==> src/rtl/udp_tx_pkg.sv <==
// Shared definitions for the UDP transmit port: result codes seen by the
// arbiter, FSM state encoding and UDP header geometry.
package udp_tx_pkg;

  localparam logic [1:0] UDPTX_RESULT_NONE    = 2'b00;
  localparam logic [1:0] UDPTX_RESULT_SENDING = 2'b01;
  localparam logic [1:0] UDPTX_RESULT_SENT    = 2'b11;
  localparam logic [1:0] UDPTX_RESULT_ERR     = 2'b10;

  localparam int HDR_LEN = 8;

  typedef enum logic [2:0] {
    ST_IDLE,
    ST_START,
    ST_HEADER,
    ST_PAYLOAD,
    ST_ABORT,
    ST_DRAIN,
    ST_RESULT
  } state_e;

endpackage

==> src/rtl/udp_tx_port.sv <==
// UDP transmit responder: answers the arbiter request/status handshake and
// prepends the 8-byte UDP header to the client payload on a byte AXI-stream.
module udp_tx_port
  import udp_tx_pkg::*;
#(
  parameter logic [15:0] SRC_PORT      = 16'd4660,
  parameter int          MAX_LEN       = 1472,
  parameter int          TIMEOUT       = 1024,
  parameter int          RESULT_CYCLES = 2
) (
  input  logic        clk,
  input  logic        reset,
  input  logic        req,
  output logic [1:0]  status,
  input  logic [15:0] dst_port,
  input  logic [15:0] len,
  input  logic [7:0]  s_tdata,
  input  logic        s_tvalid,
  input  logic        s_tlast,
  output logic        s_tready,
  output logic [7:0]  m_tdata,
  output logic        m_tvalid,
  output logic        m_tlast,
  output logic        m_tuser,
  input  logic        m_tready
);

  localparam int              IW        = $clog2(TIMEOUT + 1);
  localparam logic [15:0]     MAX_LEN_W = 16'(MAX_LEN);
  localparam logic [IW-1:0]   IDLE_LAST = IW'(TIMEOUT - 1);
  localparam logic [7:0]      RES_LAST  = 8'(RESULT_CYCLES - 1);
  localparam logic [15:0]     HDR_LEN_W = 16'(HDR_LEN);

  state_e        state_q, state_d;
  logic [15:0]   dst_q, dst_d;
  logic [15:0]   len_q, len_d;
  logic [2:0]    idx_q, idx_d;
  logic [15:0]   cnt_q, cnt_d;
  logic [IW-1:0] idle_q, idle_d;
  logic [1:0]    res_q, res_d;
  logic [7:0]    rcnt_q, rcnt_d;

  logic [15:0] udp_len;
  logic        final_beat;

  assign udp_len    = len_q + HDR_LEN_W;
  assign final_beat = (cnt_q == len_q - 16'd1);

  // NOTE: state registers use non-blocking assignments so every flop samples
  // the pre-edge value; next-state logic lives in always_comb below.
  always_ff @(posedge clk) begin
    if (reset) begin
      state_q <= ST_IDLE;
      dst_q   <= '0;
      len_q   <= '0;
      idx_q   <= '0;
      cnt_q   <= '0;
      idle_q  <= '0;
      res_q   <= UDPTX_RESULT_NONE;
      rcnt_q  <= '0;
    end else begin
      state_q <= state_d;
      dst_q   <= dst_d;
      len_q   <= len_d;
      idx_q   <= idx_d;
      cnt_q   <= cnt_d;
      idle_q  <= idle_d;
      res_q   <= res_d;
      rcnt_q  <= rcnt_d;
    end
  end

  // NOTE: every output and next-state variable is defaulted first, so no
  // path through the case statement can infer a latch.
  always_comb begin
    state_d  = state_q;
    dst_d    = dst_q;
    len_d    = len_q;
    idx_d    = idx_q;
    cnt_d    = cnt_q;
    idle_d   = idle_q;
    res_d    = res_q;
    rcnt_d   = rcnt_q;
    status   = UDPTX_RESULT_NONE;
    s_tready = 1'b0;
    m_tdata  = 8'h00;
    m_tvalid = 1'b0;
    m_tlast  = 1'b0;
    m_tuser  = 1'b0;

    case (state_q)
      ST_IDLE: begin
        if (req) begin
          dst_d   = dst_port;
          len_d   = len;
          state_d = ST_START;
        end
      end

      ST_START: begin
        status = UDPTX_RESULT_SENDING;
        idx_d  = '0;
        cnt_d  = '0;
        idle_d = '0;
        rcnt_d = '0;
        if (len_q > MAX_LEN_W) begin
          res_d   = UDPTX_RESULT_ERR;
          state_d = ST_RESULT;
        end else begin
          state_d = ST_HEADER;
        end
      end

      ST_HEADER: begin
        status   = UDPTX_RESULT_SENDING;
        m_tvalid = 1'b1;
        case (idx_q)
          3'd0:    m_tdata = SRC_PORT[15:8];
          3'd1:    m_tdata = SRC_PORT[7:0];
          3'd2:    m_tdata = dst_q[15:8];
          3'd3:    m_tdata = dst_q[7:0];
          3'd4:    m_tdata = udp_len[15:8];
          3'd5:    m_tdata = udp_len[7:0];
          default: m_tdata = 8'h00;
        endcase
        m_tlast = (idx_q == 3'd7) && (len_q == 16'd0);
        if (m_tready) begin
          idx_d = idx_q + 3'd1;
          if (idx_q == 3'd7) begin
            if (len_q == 16'd0) begin
              res_d   = UDPTX_RESULT_SENT;
              state_d = ST_RESULT;
            end else begin
              state_d = ST_PAYLOAD;
            end
          end
        end
      end

      ST_PAYLOAD: begin
        status   = UDPTX_RESULT_SENDING;
        s_tready = m_tready;
        m_tdata  = s_tdata;
        m_tvalid = s_tvalid;
        // Early tlast and missing tlast both close the frame flagged as aborted.
        m_tlast  = s_tvalid & (s_tlast | final_beat);
        m_tuser  = s_tvalid & (s_tlast ^ final_beat);
        if (s_tvalid && m_tready) begin
          idle_d = '0;
          cnt_d  = cnt_q + 16'd1;
          if (final_beat && s_tlast) begin
            res_d   = UDPTX_RESULT_SENT;
            state_d = ST_RESULT;
          end else if (final_beat) begin
            state_d = ST_DRAIN;
          end else if (s_tlast) begin
            res_d   = UDPTX_RESULT_ERR;
            state_d = ST_RESULT;
          end
        end else if (!s_tvalid) begin
          idle_d = idle_q + 1'b1;
          if (idle_q == IDLE_LAST) state_d = ST_ABORT;
        end
      end

      ST_ABORT: begin
        status   = UDPTX_RESULT_SENDING;
        m_tvalid = 1'b1;
        m_tlast  = 1'b1;
        m_tuser  = 1'b1;
        if (m_tready) begin
          res_d   = UDPTX_RESULT_ERR;
          state_d = ST_RESULT;
        end
      end

      ST_DRAIN: begin
        status   = UDPTX_RESULT_SENDING;
        s_tready = 1'b1;
        if (s_tvalid) begin
          idle_d = '0;
          if (s_tlast) begin
            res_d   = UDPTX_RESULT_ERR;
            state_d = ST_RESULT;
          end
        end else begin
          idle_d = idle_q + 1'b1;
          if (idle_q == IDLE_LAST) begin
            res_d   = UDPTX_RESULT_ERR;
            state_d = ST_RESULT;
          end
        end
      end

      ST_RESULT: begin
        status = res_q;
        rcnt_d = rcnt_q + 8'd1;
        if (rcnt_q == RES_LAST) state_d = ST_IDLE;
      end

      default: state_d = ST_IDLE;
    endcase
  end

endmodule

==> config.mk <==
export PLATFORM = sky130hd
export DESIGN_NAME = udp_tx_port
export DESIGN_NICKNAME = d
export VERILOG_FILES = /design/src/rtl/udp_tx_pkg.sv /design/src/rtl/udp_tx_port.sv
export SDC_FILE = /design/constraint.sdc
export NUM_CORES = 1
export LEC_CHECK = 0
export ABC_AREA = 1
export ABC_CLOCK_PERIOD_IN_PS = 4000
export BUFFER_PORTS_ARGS = -buffer_cell sky130_fd_sc_hd__buf_4
export CAP_MARGIN = 20
export CORE_AREA = 3 3 156 143
export DETAILED_ROUTE_END_ITERATION = 7
export DIE_AREA = 0 0 159 146
export GPL_ROUTABILITY_DRIVEN = 0
export SLEW_MARGIN = 0
export SYNTH_ARGS = -nofsm -noshare
export SYNTH_HDL_FRONTEND = slang
export SYNTH_SLANG_ARGS = --single-unit
==> constraint.sdc <==
create_clock -name clk -period 4 [get_ports clk]
set_clock_uncertainty 0.05 [all_clocks]
set_input_delay 0.2 -clock clk [delete_from_list [all_inputs] [get_ports clk]]
set_output_delay 0.2 -clock clk [all_outputs]
set_load 0.02 [all_outputs]
== Yosys cells after proc, flatten, opt, wreduce, memory -nomap -nowiden ==
Index checks and enable logic that the tools add are counted.

* Latch bits: 0
* Register bits: 75
* ROM bits: 0
* Memories: 0
* RAM bits: 0

* Magnitude comparators: 1
* Mux-type cells: 44
* $mul: 0
* Eq/ne operators: 27
* Div/mod/pow operators: 0
* Bitwise operators: 4
* Shift-type cells: 0
* $add $sub $neg: 6
* Reduce and logical (&&, ||, !) cells: 19

{| class="wikitable"
|+ Operators by type and width
! operator !! count
|-
| 3-bit two-way mux || 16
|-
| 8-bit case mux with 6 select lines || 1
|-
| 11-bit two-way mux || 3
|-
| 11-bit case mux with 3 select lines || 1
|-
| 16-bit case mux with 2 select lines || 1
|-
| 8-bit case mux with 2 select lines || 2
|-
| 2-bit two-way mux || 11
|-
| 3-bit case mux with 7 select lines || 1
|-
| 3-bit == test (second input constant) || 6
|-
| 16-bit by 1-bit adder with 16-bit output (second input constant) || 1
|-
| 16-bit by 4-bit adder with 16-bit output (second input constant) || 1
|-
| 16-bit == test || 1
|-
| 16-bit by 11-bit > comparator with 1-bit output (second input constant) || 1
|-
| 16-bit zero test || 1
|-
| 16-bit two-way mux || 1
|-
| 2-bit inequality test (second input constant) || 8
|-
| 16-bit by 1-bit subtractor with 16-bit output (second input constant) || 1
|-
| 3-bit by 2-bit == test with 1-bit output (second input constant) || 4
|-
| 3-bit inequality test (second input constant) || 4
|-
| 11-bit by 1-bit adder with 11-bit output (second input constant) || 1
|-
| 11-bit by 10-bit == test with 1-bit output (second input constant) || 1
|-
| 2-bit case mux with 5 select lines || 1
|-
| 9-bit AND reduction || 1
|-
| 8-bit by 1-bit adder with 8-bit output (second input constant) || 1
|-
| 19 further kinds || 31
|}

== Longest topological paths before layout ==
Gate-level depths: netlist (run 1).

* Depth in word-level cells: 6
* Depth in mapped cells: 22
* Depth with buffers taken out: 22

== Worst setup path before layout (run 1) ==
Ideal clock, no wire load.

* Path type: register to register
* From: reg len_q[3]
* To: reg res_q[0]
* Arrival: 2.325 ns
* Slack: 1.516 ns
* Cell stages (with the launch flop): 23
* Cell sequence: dfxtp_1 > inv_1 > ha_1 > inv_1 > nor2_1 > nand2_1 > nor2_1 > nand3_1 > nand2_1 > nand2_1 > nand2_1 > nor2_1 > nand4_2 > inv_1 > ha_1 > a21oi_1 > o2111ai_1 > nor2_1 > nand2_1 > nor2_1 > nand3_1 > nand2_1 > inv_1

* Word-level cells in the longest chain between the ends: 6
* Elaborated cells on any way between the ends: 12

{| class="wikitable"
|+ RTL lines
! item !! RTL line !! RTL
|-
| from (decl) || udp_tx_port.sv:36 || <nowiki>logic [15:0] len_q, len_d;</nowiki>
|-
| from (signal assigned) || udp_tx_port.sv:64 || <nowiki>len_q <= len_d;</nowiki>
|-
| 16-bit by 1-bit subtractor with 16-bit output || udp_tx_port.sv:47 || <nowiki>assign final_beat = (cnt_q == len_q - 16'd1);</nowiki>
|-
| 16-bit == test || udp_tx_port.sv:47 ||
|-
| 1-bit logical AND || udp_tx_port.sv:151 || <nowiki>if (final_beat && s_tlast) begin</nowiki>
|-
| 2-bit two-way mux || udp_tx_port.sv:151 ||
|-
| 2-bit two-way mux || udp_tx_port.sv:148 || <nowiki>if (s_tvalid && m_tready) begin</nowiki>
|-
| 2-bit case mux with 5 select lines || udp_tx_port.sv:91 || <nowiki>case (state_q)</nowiki>
|-
| to (signal assigned) || udp_tx_port.sv:68 || <nowiki>res_q <= res_d;</nowiki>
|-
| to (decl) || udp_tx_port.sv:40 || <nowiki>logic [1:0] res_q, res_d;</nowiki>
|}

Several ways; a longest one is shown, not always the timed one. The select of a mux whose other input is x is not followed.
A chain may end at the register's enable or synchronous reset.

== Final worst setup path (run 1) ==
* From: reg len_q[3]
* To: out m_tlast

* Word-level cells in the longest chain between the ends: 5
* Elaborated cells on any way between the ends: 7

{| class="wikitable"
|+ RTL lines
! item !! RTL line !! RTL
|-
| 16-bit by 1-bit subtractor with 16-bit output || udp_tx_port.sv:47 ||
|-
| 16-bit == test || udp_tx_port.sv:47 ||
|-
| 1-bit bitwise OR || udp_tx_port.sv:146 || <nowiki>m_tlast = s_tvalid & (s_tlast | final_beat);</nowiki>
|-
| 1-bit AND || udp_tx_port.sv:146 ||
|-
| 1-bit case mux with 3 select lines (*) || udp_tx_port.sv:91 ||
|-
| to (decl) || udp_tx_port.sv:23 || <nowiki>output logic m_tlast,</nowiki>
|}

Mark *: on every way between the ends. The rest lies on a longest branch, timed or not.

==> impl_metrics.xml, run 1 <==
<?xml version="1.0" encoding="UTF-8"?>
<metrics>
  <group name="place">
    <metric name="place_area" unit="um2">5670</metric>
    <metric name="placed_cells" unit="">1095</metric>
    <metric name="buffer_ports.inserted" unit="">59</metric>
    <metric name="dp_hpwl" unit="um">11200</metric>
  </group>
  <group name="global_route">
    <metric name="grt-ovfl-total" unit="">0</metric>
    <metric name="first_pass_grt_wire_length" unit="um">23600</metric>
    <metric name="global_route.usage.total" unit="%">12.3</metric>
    <metric name="grt_max_degree" unit="">51</metric>
    <metric name="antenna_found_initial" unit="">0</metric>
    <metric name="first_global_vias" unit="">4793</metric>
  </group>
  <group name="floorplanning">
    <metric name="die_width" unit="um">159</metric>
    <metric name="floorplan.die.height" unit="um">146</metric>
    <metric name="boundaryPins" unit="">60</metric>
    <metric name="start_util" unit="%">23.8</metric>
    <metric name="core_area" unit="um2">20800</metric>
    <metric name="floorplan.die_area" unit="um2">23200</metric>
    <metric name="num_rows" unit="">50</metric>
  </group>
  <group name="setup_path">
    <metric name="critPathRequiredTime" unit="ns">3.75</metric>
    <metric name="crit_buf_inv" unit="">3</metric>
    <metric name="setup.worst_path.end_class" unit="">primary output</metric>
    <metric name="worst-r2r-cell-count" unit="">22</metric>
    <metric name="setup.worst_path.class" unit="">flip-flop to primary output</metric>
    <metric name="critPathTopFamily" unit="">simple AND/OR/NAND/NOR gates</metric>
    <metric name="cp-start-kind" unit="">flip-flop</metric>
    <metric name="worst_r2r_setup_slack" unit="ns">1.13</metric>
    <metric name="slowest_delay" unit="ns">0.36</metric>
    <metric name="crit-reg2reg-capture" unit="">res_q[0]</metric>
    <metric name="worstPathMaxFanout" unit="">5</metric>
    <metric name="regToRegStartpoint" unit="">len_q[3]</metric>
    <metric name="worstPathArrival" unit="ns">2.86</metric>
    <metric name="timing.critical_path.mode_cell" unit="">sky130_fd_sc_hd__nor2_1</metric>
    <metric name="timing.critical_path.cells" unit="">inv_1 -&gt; ha_1 -&gt; inv_1 -&gt; nor2_1 -&gt; nand2_1 -&gt; nor2_1 -&gt; nand3b_1 -&gt; nand2_1 -&gt; nand3_1 -&gt; nor2_1 -&gt; nand4_2 -&gt; ha_1 -&gt; o211ai_1 -&gt; buf_4</metric>
    <metric name="cp_slowest_cell" unit="">sky130_fd_sc_hd__dfxtp_1</metric>
  </group>
  <group name="yosys">
    <metric name="yosys.cell_types.count" unit="">51</metric>
    <metric name="postSynthCellCount" unit="">767</metric>
    <metric name="number_of_flops_mapped_to_enable_cells_by_yosys" unit="">0</metric>
    <metric name="ys_warn_count" unit="">0</metric>
    <metric name="syn-cell-area" unit="um2">4930</metric>
    <metric name="synth-async-reset-ratio" unit="%">0</metric>
    <metric name="postSynth.topFlopCell" unit="">sky130_fd_sc_hd__dfxtp_1</metric>
    <metric name="syn-num-nets" unit="">832</metric>
    <metric name="avgSynthCellArea" unit="um2">6.43</metric>
    <metric name="synth_seq_area_share" unit="%">30.4</metric>
    <metric name="ys_ff_latch" unit="">75</metric>
  </group>
  <group name="clocking">
    <metric name="cts.htree.levels" unit="">3</metric>
    <metric name="number_of_instances_resized_during_post_cts_repair" unit="">0</metric>
    <metric name="cts-hold-fix-buffers" unit="">0</metric>
    <metric name="cts.path.max_buffers" unit="">2</metric>
    <metric name="cts_setup_buffers" unit="">0</metric>
    <metric name="cts_made_buffers" unit="">9</metric>
    <metric name="cts_root_buffer" unit="">sky130_fd_sc_hd__clkbuf_16</metric>
    <metric name="clk_pin_slew_worst_paths" unit="ns">0.06</metric>
    <metric name="clock_latency" unit="ns">0.35</metric>
    <metric name="cts_tree" unit="">yes</metric>
    <metric name="clock_sink_count" unit="">75</metric>
  </group>
  <group name="route">
    <metric name="routed_wire_length_per_instance" unit="um">13.0</metric>
    <metric name="totalWireLength" unit="um">14400</metric>
    <metric name="drtPass1Iterations" unit="">5</metric>
    <metric name="drc" unit="">0</metric>
    <metric name="routed_via_density" unit="">4.56</metric>
    <metric name="final_ant_viol_nets" unit="">0</metric>
    <metric name="vias" unit="">5071</metric>
    <metric name="drt_iter0_markers" unit="">362</metric>
  </group>
  <group name="pwr">
    <metric name="cell_internal_pwr" unit="W">0.00204</metric>
    <metric name="sequentialPowerShare" unit="%">29.3</metric>
    <metric name="clock_power_share" unit="%">24.3</metric>
    <metric name="net_switching_power_of_the_design" unit="W">0.00165</metric>
    <metric name="leakage_power_figure" unit="nW">2.44</metric>
    <metric name="pwr_density_cell" unit="nW/um2">615</metric>
    <metric name="switching_share" unit="%">44.6</metric>
    <metric name="power_frac_comb" unit="%">46.4</metric>
    <metric name="p_total" unit="W">0.00369</metric>
    <metric name="vdd.ir_drop.worst" unit="V">0.000301</metric>
  </group>
  <group name="cells_and_area">
    <metric name="final_cells" unit="">1111</metric>
    <metric name="area_overhead_of_the_layout_relative_to_synthesis" unit="%">21.5</metric>
    <metric name="layout_common_cells" unit="">sky130_fd_sc_hd__nand2_1 (165), sky130_fd_sc_hd__inv_1 (103), sky130_fd_sc_hd__nor2_1 (80)</metric>
    <metric name="nets_finish" unit="">885</metric>
    <metric name="layout-drive-gt1-share" unit="%">12.8</metric>
    <metric name="layout.cells.most_common" unit="">sky130_fd_sc_hd__nand2_1</metric>
    <metric name="layout.filler_cells" unit="">2359</metric>
    <metric name="num_antenna_cells" unit="">0</metric>
    <metric name="final_cell_area_excluding_filler_cells" unit="um2">6000</metric>
  </group>
  <group name="timing">
    <metric name="grt_setup_unrepaired" unit="">no</metric>
    <metric name="fin_tns_setup" unit="ns">0</metric>
    <metric name="max_slew_margin" unit="%">47.3</metric>
    <metric name="worst_pin_slew" unit="ns">0.788</metric>
    <metric name="timing.fmax" unit="MHz">322</metric>
    <metric name="min_period_over_period" unit="%">77.7</metric>
    <metric name="setup_viol" unit="">0</metric>
    <metric name="whs" unit="ns">0.0829</metric>
    <metric name="fin_crit" unit="ns">3.11</metric>
    <metric name="timing.final.hold_violations" unit="">0</metric>
    <metric name="drv_slew" unit="">0</metric>
  </group>
  <group name="min_path">
    <metric name="min-delay-path-class" unit="">input port to flip-flop</metric>
    <metric name="hold_depth" unit="">3</metric>
    <metric name="holdCritStartpoint" unit="">dst_port[13]</metric>
    <metric name="min_to" unit="">dst_q[13]</metric>
  </group>
  <group name="outcome">
    <metric name="status" unit="">finished clean</metric>
  </group>
  <group name="job">
    <metric name="maximum_capacitance_violations" unit="">0</metric>
  </group>
</metrics>
-- cell type report --
| cell class | count | area [um2] | area share [%] |
|---|---|---|---|
| clock buffer | 12 | 256 | 4.28 |
| timing repair buffer | 62 | 465 | 7.76 |
| inverter | 110 | 415 | 6.93 |
| sequential | 75 | 1500 | 25.0 |
| clock inverter | 4 | 72.6 | 1.21 |
| tap | 286 | 358 | 5.97 |
| multi-input combinational | 562 | 2930 | 48.8 |
-- Yosys cell counts, drive strengths merged (6+ instances only) --
cell type | n | area share (%)
nand2 | 167 | 13
inv | 108 | 8.3
nor2 | 89 | 7.5
a21oi | 79 | 8.3
dfxtp | 75 | 30
o21ai | 61 | 6.2
nand3 | 59 | 6.5
ha | 19 | 4.8
nor3 | 16 | 1.8
nand4 | 13 | 2.1
clkbuf | 12 | 0.94
a211oi | 9 | 1.4
xnor2 | 9 | 1.6
buf | 8 | 0.94
o22ai | 7 | 0.89
a221oi | 6 | 1.1
-- state kept, by name (all words and copies together), names as in the netlist --
name	count
dst_q	16
rcnt_q	8
res_q	2
cnt_q	16
idle_q	11
state_q	3
idx_q	3
len_q	16
-- through the flow --
stage / setup WS (ns) / util, %
after floorplan: 1.52 / -
after global placement: 1.23 / 27.3
after detailed placement: 1.16 / 27.3
after CTS: 0.875 / 28.9
after global routing: 0.617 / 28.9
final: 0.894 / 28.9
-- worst max-delay path by stage --
stage | from | end | slack [ns] | cells past startpoint
after floorplan | len_q[3] | res_q[0] | 1.52 | 22
after global placement | len_q[3] | res_q[0] | 1.23 | 22
after detailed placement | len_q[3] | res_q[0] | 1.16 | 22
after CTS | len_q[3] | m_tlast | 0.88 | 13
after global routing | len_q[3] | m_tlast | 0.62 | 14
final | len_q[3] | m_tlast | 0.89 | 14
-- per-layer routing --
layer,vias to the layer above,GRT usage (%),wire length (um)
met2,124,20.5,6460
met5,-,0,0
met4,0,3.85,264
met1,2262,16.1,6910
li1,2664,-,-
met3,21,2.48,761
-- worst min-delay path: stages --
cell	delay [ns]
sky130_fd_sc_hd__buf_4	0.11
sky130_fd_sc_hd__nand3_1	0.07
sky130_fd_sc_hd__a21oi_1	0.06
-- power groups by stage --
stage                     clock [W]  sequential (W)  combinational, W
after floorplan                   0         0.00101           0.00132
after global placement            0         0.00109           0.00170
after detailed placement          0         0.00109           0.00170
after CTS                  0.000925         0.00108           0.00171
after global routing       0.000954         0.00110           0.00195
final                      0.000896         0.00108           0.00171
-- logic make-up (layout without fill, tap and decap cells) --
family	count (synthesis)	after routing	synth area share, %
AND/OR/NAND/NOR	355	355	32.2
flip-flops	75	75	30.4
AO/OA/AOI/OAI	177	177	20.3
XOR/XNOR	11	11	1.95
adder cells (fa/ha/maj)	19	19	4.82
buffers and inverters	130	188	10.3
No activity file was read; power rests on OpenSTA's default activity.
==> run 2: changes to the inputs <==
--- a/config.mk
+++ b/config.mk
@@ -6,7 +6,7 @@
 export NUM_CORES = 1
 export LEC_CHECK = 0
 export ABC_AREA = 1
-export ABC_CLOCK_PERIOD_IN_PS = 4000
+export ABC_CLOCK_PERIOD_IN_PS = 2700
 export BUFFER_PORTS_ARGS = -buffer_cell sky130_fd_sc_hd__buf_4
 export CAP_MARGIN = 20
 export CORE_AREA = 3 3 156 143
==> constraint.sdc (replaced) <==
create_clock -name clk -period 2.7 [get_ports clk]
set_clock_uncertainty 0.05 [all_clocks]
set_input_delay 0.135 -clock clk [delete_from_list [all_inputs] [get_ports clk]]
set_output_delay 0.135 -clock clk [all_outputs]
set_load 0.02 [all_outputs]
==> impl_metrics.xml, run 2 (same netlist as run 1, synthesis figures left out) <==
<?xml version="1.0" encoding="UTF-8"?>
<metrics>
  <group name="clocking">
    <metric name="cts.htree.levels" unit="">3</metric>
    <metric name="clock_latency" unit="ns">0.35</metric>
    <metric name="cts_tree" unit="">yes</metric>
    <metric name="cts-hold-fix-buffers" unit="">0</metric>
    <metric name="clk_pin_slew_worst_paths" unit="ns">0.06</metric>
    <metric name="clock_sink_count" unit="">75</metric>
    <metric name="cts_root_buffer" unit="">sky130_fd_sc_hd__clkbuf_16</metric>
    <metric name="cts.path.max_buffers" unit="">2</metric>
    <metric name="cts_made_buffers" unit="">9</metric>
  </group>
  <group name="route">
    <metric name="drc" unit="">0</metric>
    <metric name="drt_iter0_markers" unit="">420</metric>
    <metric name="drtPass1Iterations" unit="">5</metric>
    <metric name="vias" unit="">5279</metric>
    <metric name="totalWireLength" unit="um">15100</metric>
    <metric name="routed_wire_length_per_instance" unit="um">13.2</metric>
    <metric name="final_ant_viol_nets" unit="">0</metric>
    <metric name="routed_via_density" unit="">4.61</metric>
  </group>
  <group name="floorplanning">
    <metric name="num_rows" unit="">50</metric>
    <metric name="floorplan.die.height" unit="um">146</metric>
    <metric name="boundaryPins" unit="">60</metric>
    <metric name="floorplan.die_area" unit="um2">23200</metric>
    <metric name="core_area" unit="um2">20800</metric>
    <metric name="start_util" unit="%">23.8</metric>
    <metric name="die_width" unit="um">159</metric>
  </group>
  <group name="timing">
    <metric name="fin_tns_setup" unit="ns">-0.00934</metric>
    <metric name="fin_crit" unit="ns">2.71</metric>
    <metric name="setup_viol" unit="">1</metric>
    <metric name="whs" unit="ns">0.0141</metric>
    <metric name="worst_pin_slew" unit="ns">0.674</metric>
    <metric name="min_period_over_period" unit="%">100</metric>
    <metric name="fin_ws" unit="ns">-0.00934</metric>
    <metric name="timing.final.hold_violations" unit="">0</metric>
    <metric name="timing.fmax" unit="MHz">369</metric>
    <metric name="grt_setup_unrepaired" unit="">yes</metric>
    <metric name="drv_slew" unit="">0</metric>
    <metric name="max_slew_margin" unit="%">54.5</metric>
  </group>
  <group name="setup_path">
    <metric name="startpoint" unit="">len_q[4]</metric>
    <metric name="crit-reg2reg-capture" unit="">res_q[0]</metric>
    <metric name="critPathRequiredTime" unit="ns">2.52</metric>
    <metric name="setup.worst_path.end_class" unit="">primary output</metric>
    <metric name="worst-r2r-cell-count" unit="">21</metric>
    <metric name="cp-start-kind" unit="">flip-flop</metric>
    <metric name="regToRegStartpoint" unit="">len_q[4]</metric>
    <metric name="worstPathMaxFanout" unit="">4</metric>
    <metric name="worstPathArrival" unit="ns">2.52</metric>
    <metric name="setup.worst_path.class" unit="">flip-flop to primary output</metric>
    <metric name="worst_r2r_setup_slack" unit="ns">0.07</metric>
  </group>
  <group name="outcome">
    <metric name="status" unit="">complete, but fails checks</metric>
    <metric name="failed_checks" unit="">setup timing</metric>
  </group>
  <group name="min_path">
    <metric name="holdCritStartpoint" unit="">dst_port[12]</metric>
    <metric name="min_to" unit="">dst_q[12]</metric>
    <metric name="hold_depth" unit="">3</metric>
    <metric name="min-delay-path-class" unit="">input port to flip-flop</metric>
  </group>
  <group name="global_route">
    <metric name="grt_max_degree" unit="">60</metric>
    <metric name="first_pass_grt_wire_length" unit="um">24500</metric>
    <metric name="global_route.usage.total" unit="%">12.8</metric>
    <metric name="antenna_found_initial" unit="">0</metric>
    <metric name="first_global_vias" unit="">4874</metric>
    <metric name="grt-ovfl-total" unit="">0</metric>
  </group>
  <group name="pwr">
    <metric name="leakage_power_figure" unit="nW">2.68</metric>
    <metric name="cell_internal_pwr" unit="W">0.00361</metric>
    <metric name="sequentialPowerShare" unit="%">25.1</metric>
    <metric name="switching_share" unit="%">43.0</metric>
    <metric name="vdd.ir_drop.worst" unit="V">0.000841</metric>
    <metric name="power_frac_comb" unit="%">50.7</metric>
    <metric name="pwr_density_cell" unit="nW/um2">965</metric>
    <metric name="clock_power_share" unit="%">24.2</metric>
    <metric name="net_switching_power_of_the_design" unit="W">0.00273</metric>
  </group>
  <group name="cells_and_area">
    <metric name="largestRegisters" unit="">cnt_q (16), dst_q (16), len_q (16)</metric>
    <metric name="final_cell_area_excluding_filler_cells" unit="um2">6570</metric>
    <metric name="nets_finish" unit="">920</metric>
    <metric name="layout.cells.most_common" unit="">sky130_fd_sc_hd__nand2_1</metric>
    <metric name="area_overhead_of_the_layout_relative_to_synthesis" unit="%">33.2</metric>
    <metric name="layout_common_cells" unit="">sky130_fd_sc_hd__nand2_1 (158), sky130_fd_sc_hd__inv_1 (96), sky130_fd_sc_hd__buf_4 (91)</metric>
    <metric name="finalCoreUtilization" unit="%">31.7</metric>
    <metric name="layout-drive-gt1-share" unit="%">22.4</metric>
    <metric name="num_antenna_cells" unit="">0</metric>
  </group>
  <group name="place">
    <metric name="buffer_ports.inserted" unit="">59</metric>
    <metric name="place_area" unit="um2">5820</metric>
    <metric name="dp_hpwl" unit="um">11500</metric>
    <metric name="place_worst_setup_slack" unit="ns">-0.0311</metric>
  </group>
  <group name="job">
    <metric name="maximum_capacitance_violations" unit="">0</metric>
  </group>
</metrics>
## run 2: cell count changes in the layout (fill, tap and decap cells not counted), moves of 5 or more
cell                      before  now
sky130_fd_sc_hd__inv_1       103   96
sky130_fd_sc_hd__dfxtp_1      75   69
sky130_fd_sc_hd__nor2_1       80   63
sky130_fd_sc_hd__nor2_2        6   16
sky130_fd_sc_hd__buf_6         0    5
sky130_fd_sc_hd__o21ai_0      58   53
sky130_fd_sc_hd__nor2_4        3   10
sky130_fd_sc_hd__inv_2         4   10
sky130_fd_sc_hd__nand2_1     165  158
sky130_fd_sc_hd__dfxtp_2       0    5
sky130_fd_sc_hd__buf_4        62   91
sky130_fd_sc_hd__nand2_2       2    8
## run 2: layout make-up
| cell class | instances | area (um2) |
|---|---|---|
| Clock buffer | 12 | 256 |
| Clock inverter | 4 | 120 |
| Fill cell | 2260 | 14200 |
| Inverter | 110 | 418 |
| Multi-Input combinational cell | 562 | 3150 |
| Sequential cell | 75 | 1510 |
| Tap cell | 286 | 358 |
| Timing Repair Buffer | 97 | 759 |
## run 2: per-layer routing
layer / track usage (%) / share of wire (%) / vias to the layer above
met4: 4.33 / 1.7 / 0
met1: 17.4 / 48 / 2397
met5: 0 / 0 / -
met2: 20.3 / 45 / 135
li1: - / - / 2728
met3: 2.56 / 4.9 / 19
## run 2: worst max-delay path by stage
stage                     slack (ns)  cells after the start  endpoint
after detailed placement       -0.03                     20  res_q[0]
after global routing           -0.16                     15   m_tlast
after global placement          0.06                     22  res_q[0]
final                         -0.009                     15   m_tlast
after floorplan                 0.22                     22  res_q[0]
after CTS                      -0.04                     14   m_tlast
## run 2: power by group through the flow
stage / logic, W / clock network [W] / registers (W)
6_report: 0.00322 / 0.00153 / 0.00159
5_1_grt: 0.00358 / 0.00161 / 0.00163
3_5_place_dp: 0.00273 / 0 / 0.00159
4_1_cts: 0.00290 / 0.00156 / 0.00157
3_3_place_gp: 0.00272 / 0 / 0.00159
2_1_floorplan: 0.00195 / 0 / 0.00150
## run 2: repair_timing
action | 4_1_cts | 5_1_grt
buffers inserted | 5 | 11
resized for setup | 26 | 54
pin swaps | 11 | 24
setup endpoints to repair | 5 | 7
## run 2: metrics by stage
step / cells / total power (W)
floorplan: 767 / 0.00345
global placement: 1114 / 0.00431
detailed placement: 1114 / 0.00431
CTS: 1135 / 0.00603
global route: 1146 / 0.00682
finish: 1146 / 0.00634
## run 2: critical path: stages (launching register included)
cell                       delay (ns)
sky130_fd_sc_hd__dfxtp_4         0.36
sky130_fd_sc_hd__inv_4           0.07
sky130_fd_sc_hd__ha_4            0.14
sky130_fd_sc_hd__nand2_2         0.07
sky130_fd_sc_hd__nor2_4          0.12
sky130_fd_sc_hd__buf_6           0.11
sky130_fd_sc_hd__nand2_1         0.05
sky130_fd_sc_hd__nand2_2         0.11
sky130_fd_sc_hd__nand3_4         0.09
sky130_fd_sc_hd__nor2_4          0.12
sky130_fd_sc_hd__nand3_2         0.06
sky130_fd_sc_hd__nor2_2          0.13
sky130_fd_sc_hd__nand4_2         0.12
sky130_fd_sc_hd__ha_2            0.19
sky130_fd_sc_hd__o211ai_1        0.24
sky130_fd_sc_hd__buf_4           0.19
==> run 3: changes to the inputs <==
--- a/config.mk
+++ b/config.mk
@@ -13,6 +13,8 @@
 export DETAILED_ROUTE_END_ITERATION = 7
 export DIE_AREA = 0 0 159 146
 export GPL_ROUTABILITY_DRIVEN = 0
+export PLACE_DENSITY_LB_ADDON = 0.3
+export RECOVER_POWER = 25
 export SLEW_MARGIN = 0
 export SYNTH_ARGS = -nofsm -noshare
 export SYNTH_HDL_FRONTEND = slang
==> impl_metrics.xml, run 3 (same netlist as run 1, synthesis figures left out) <==
<?xml version="1.0" encoding="UTF-8"?>
<metrics>
  <group name="route">
    <metric name="final_ant_viol_nets" unit="">0</metric>
    <metric name="totalWireLength" unit="um">15100</metric>
    <metric name="vias" unit="">5177</metric>
    <metric name="drtPass1Iterations" unit="">6</metric>
    <metric name="routed_wire_length_per_instance" unit="um">13.1</metric>
    <metric name="drc" unit="">0</metric>
    <metric name="drt_iter0_markers" unit="">307</metric>
    <metric name="routed_via_density" unit="">4.50</metric>
  </group>
  <group name="timing">
    <metric name="drv_slew" unit="">0</metric>
    <metric name="fin_ws" unit="ns">0.0108</metric>
    <metric name="min_period_over_period" unit="%">99.6</metric>
    <metric name="timing.fmax" unit="MHz">372</metric>
    <metric name="grt_setup_unrepaired" unit="">yes</metric>
    <metric name="timing.final.hold_violations" unit="">0</metric>
    <metric name="whs" unit="ns">0.0168</metric>
    <metric name="setup_viol" unit="">0</metric>
    <metric name="fin_crit" unit="ns">2.69</metric>
    <metric name="max_slew_margin" unit="%">52.0</metric>
    <metric name="worst_pin_slew" unit="ns">0.711</metric>
    <metric name="fin_tns_setup" unit="ns">0</metric>
  </group>
  <group name="floorplanning">
    <metric name="die_width" unit="um">159</metric>
    <metric name="boundaryPins" unit="">60</metric>
    <metric name="core_area" unit="um2">20800</metric>
    <metric name="start_util" unit="%">23.8</metric>
    <metric name="num_rows" unit="">50</metric>
    <metric name="floorplan.die_area" unit="um2">23200</metric>
    <metric name="floorplan.die.height" unit="um">146</metric>
  </group>
  <group name="cells_and_area">
    <metric name="nets_finish" unit="">925</metric>
    <metric name="layout.cells.most_common" unit="">sky130_fd_sc_hd__nand2_1</metric>
    <metric name="layout-drive-gt1-share" unit="%">22.7</metric>
    <metric name="largestRegisters" unit="">cnt_q (16), dst_q (16), len_q (16)</metric>
    <metric name="layout.filler_cells" unit="">2327</metric>
    <metric name="area_overhead_of_the_layout_relative_to_synthesis" unit="%">31.9</metric>
    <metric name="finalCoreUtilization" unit="%">31.3</metric>
    <metric name="num_antenna_cells" unit="">0</metric>
    <metric name="layout_common_cells" unit="">sky130_fd_sc_hd__nand2_1 (158), sky130_fd_sc_hd__inv_1 (95), sky130_fd_sc_hd__buf_4 (94)</metric>
  </group>
  <group name="setup_path">
    <metric name="setup.worst_path.class" unit="">flip-flop to primary output</metric>
    <metric name="critPathRequiredTime" unit="ns">2.52</metric>
    <metric name="worstPathArrival" unit="ns">2.50</metric>
    <metric name="worstPathMaxFanout" unit="">4</metric>
    <metric name="setup.worst_path.end_class" unit="">primary output</metric>
    <metric name="cp-start-kind" unit="">flip-flop</metric>
  </group>
  <group name="global_route">
    <metric name="first_pass_grt_wire_length" unit="um">24800</metric>
    <metric name="grt-ovfl-total" unit="">0</metric>
    <metric name="grt_max_degree" unit="">30</metric>
    <metric name="global_route.usage.total" unit="%">13.0</metric>
    <metric name="first_global_vias" unit="">4950</metric>
    <metric name="antenna_found_initial" unit="">0</metric>
  </group>
  <group name="pwr">
    <metric name="vdd.ir_drop.worst" unit="V">0.000357</metric>
    <metric name="leakage_power_figure" unit="nW">2.63</metric>
    <metric name="pwr_density_cell" unit="nW/um2">917</metric>
  </group>
  <group name="outcome">
    <metric name="status" unit="">finished clean</metric>
  </group>
  <group name="job">
    <metric name="maximum_capacitance_violations" unit="">0</metric>
  </group>
  <group name="clocking">
    <metric name="clock_latency" unit="ns">0.34</metric>
    <metric name="cts_root_buffer" unit="">sky130_fd_sc_hd__clkbuf_16</metric>
    <metric name="cts_tree" unit="">yes</metric>
    <metric name="cts.path.max_buffers" unit="">2</metric>
    <metric name="cts.htree.levels" unit="">3</metric>
    <metric name="clock_sink_count" unit="">75</metric>
    <metric name="clk_pin_slew_worst_paths" unit="ns">0.06</metric>
    <metric name="cts_made_buffers" unit="">9</metric>
  </group>
  <group name="min_path">
    <metric name="min-delay-path-class" unit="">input port to flip-flop</metric>
  </group>
  <group name="place">
    <metric name="dp_hpwl" unit="um">11800</metric>
    <metric name="place_worst_setup_slack" unit="ns">-0.00664</metric>
    <metric name="buffer_ports.inserted" unit="">59</metric>
  </group>
</metrics>
[run 3: stage by stage]
stage               instance area [um2]  instances  total power [W]
floorplan                          4930        767          0.00345
global placement                   5890       1125          0.00441
detailed placement                 5890       1125          0.00439
CTS                                6270       1145          0.00573
global route                       6510       1151          0.00649
finish                             6510       1151          0.00597
[run 3: layout make-up]
cell class	count	area, um2	share of cell area (%)
Clock buffer	9	225	3.46
Clock inverter	7	68.8	1.06
Timing Repair Buffer	102	781	12.0
Sequential cell	75	1510	23.2
Multi-Input combinational cell	562	3140	48.3
Inverter	110	423	6.50
Tap cell	286	358	5.50
[run 3: path summary, 6_finish.rpt]
kind | slack (ns) | endpoint | from | cells after the start
worst max-delay path | 0.01 | m_tlast | len_q[4] | 15
worst min-delay path | 0.02 | dst_q[10] | dst_port[10] | 3
worst max register to register | 0.05 | res_q[0] | len_q[4] | 23
worst min register to register | 0.40 | dst_q[11] | dst_q[11] | 2
[run 3: repair_timing]
item / CTS / global route
resized for setup: 17 / 66
buffers inserted: 4 / 7
endpoints found under the setup margin: 5 / 11
hold buffers: 0 / 0
pin swaps: 6 / 28
[run 3: per-layer routing]
metal	global-route usage [%]	routed length [um]
met2	21.5	6860
met4	3.54	175
met5	0	0
met1	17.3	7390
met3	2.62	632
[run 3: worst max-delay path: stages, from the launching register on]
cell	delay, ns
sky130_fd_sc_hd__dfxtp_4	0.36
sky130_fd_sc_hd__inv_4	0.07
sky130_fd_sc_hd__ha_4	0.13
sky130_fd_sc_hd__inv_2	0.04
sky130_fd_sc_hd__nor2_4	0.12
sky130_fd_sc_hd__nand2_4	0.08
sky130_fd_sc_hd__buf_4	0.15
sky130_fd_sc_hd__o22ai_2	0.10
sky130_fd_sc_hd__nand2_1	0.06
sky130_fd_sc_hd__nor2_1	0.09
sky130_fd_sc_hd__nand3_1	0.09
sky130_fd_sc_hd__nor2_2	0.16
sky130_fd_sc_hd__nand4_4	0.11
sky130_fd_sc_hd__ha_4	0.18
sky130_fd_sc_hd__o211ai_1	0.22
sky130_fd_sc_hd__buf_4	0.19
[run 3: report_power, final]
| group | leakage (nW) | switching, W | internal [W] | total, W |
|---|---|---|---|---|
| sequential | 0.615 | 0.000243 | 0.00133 | 0.00157 |
| combinational | 1.88 | 0.00197 | 0.00122 | 0.00319 |
| clock | 0.141 | 0.000495 | 0.000712 | 0.00121 |
| total | 2.63 | 0.00271 | 0.00326 | 0.00597 |
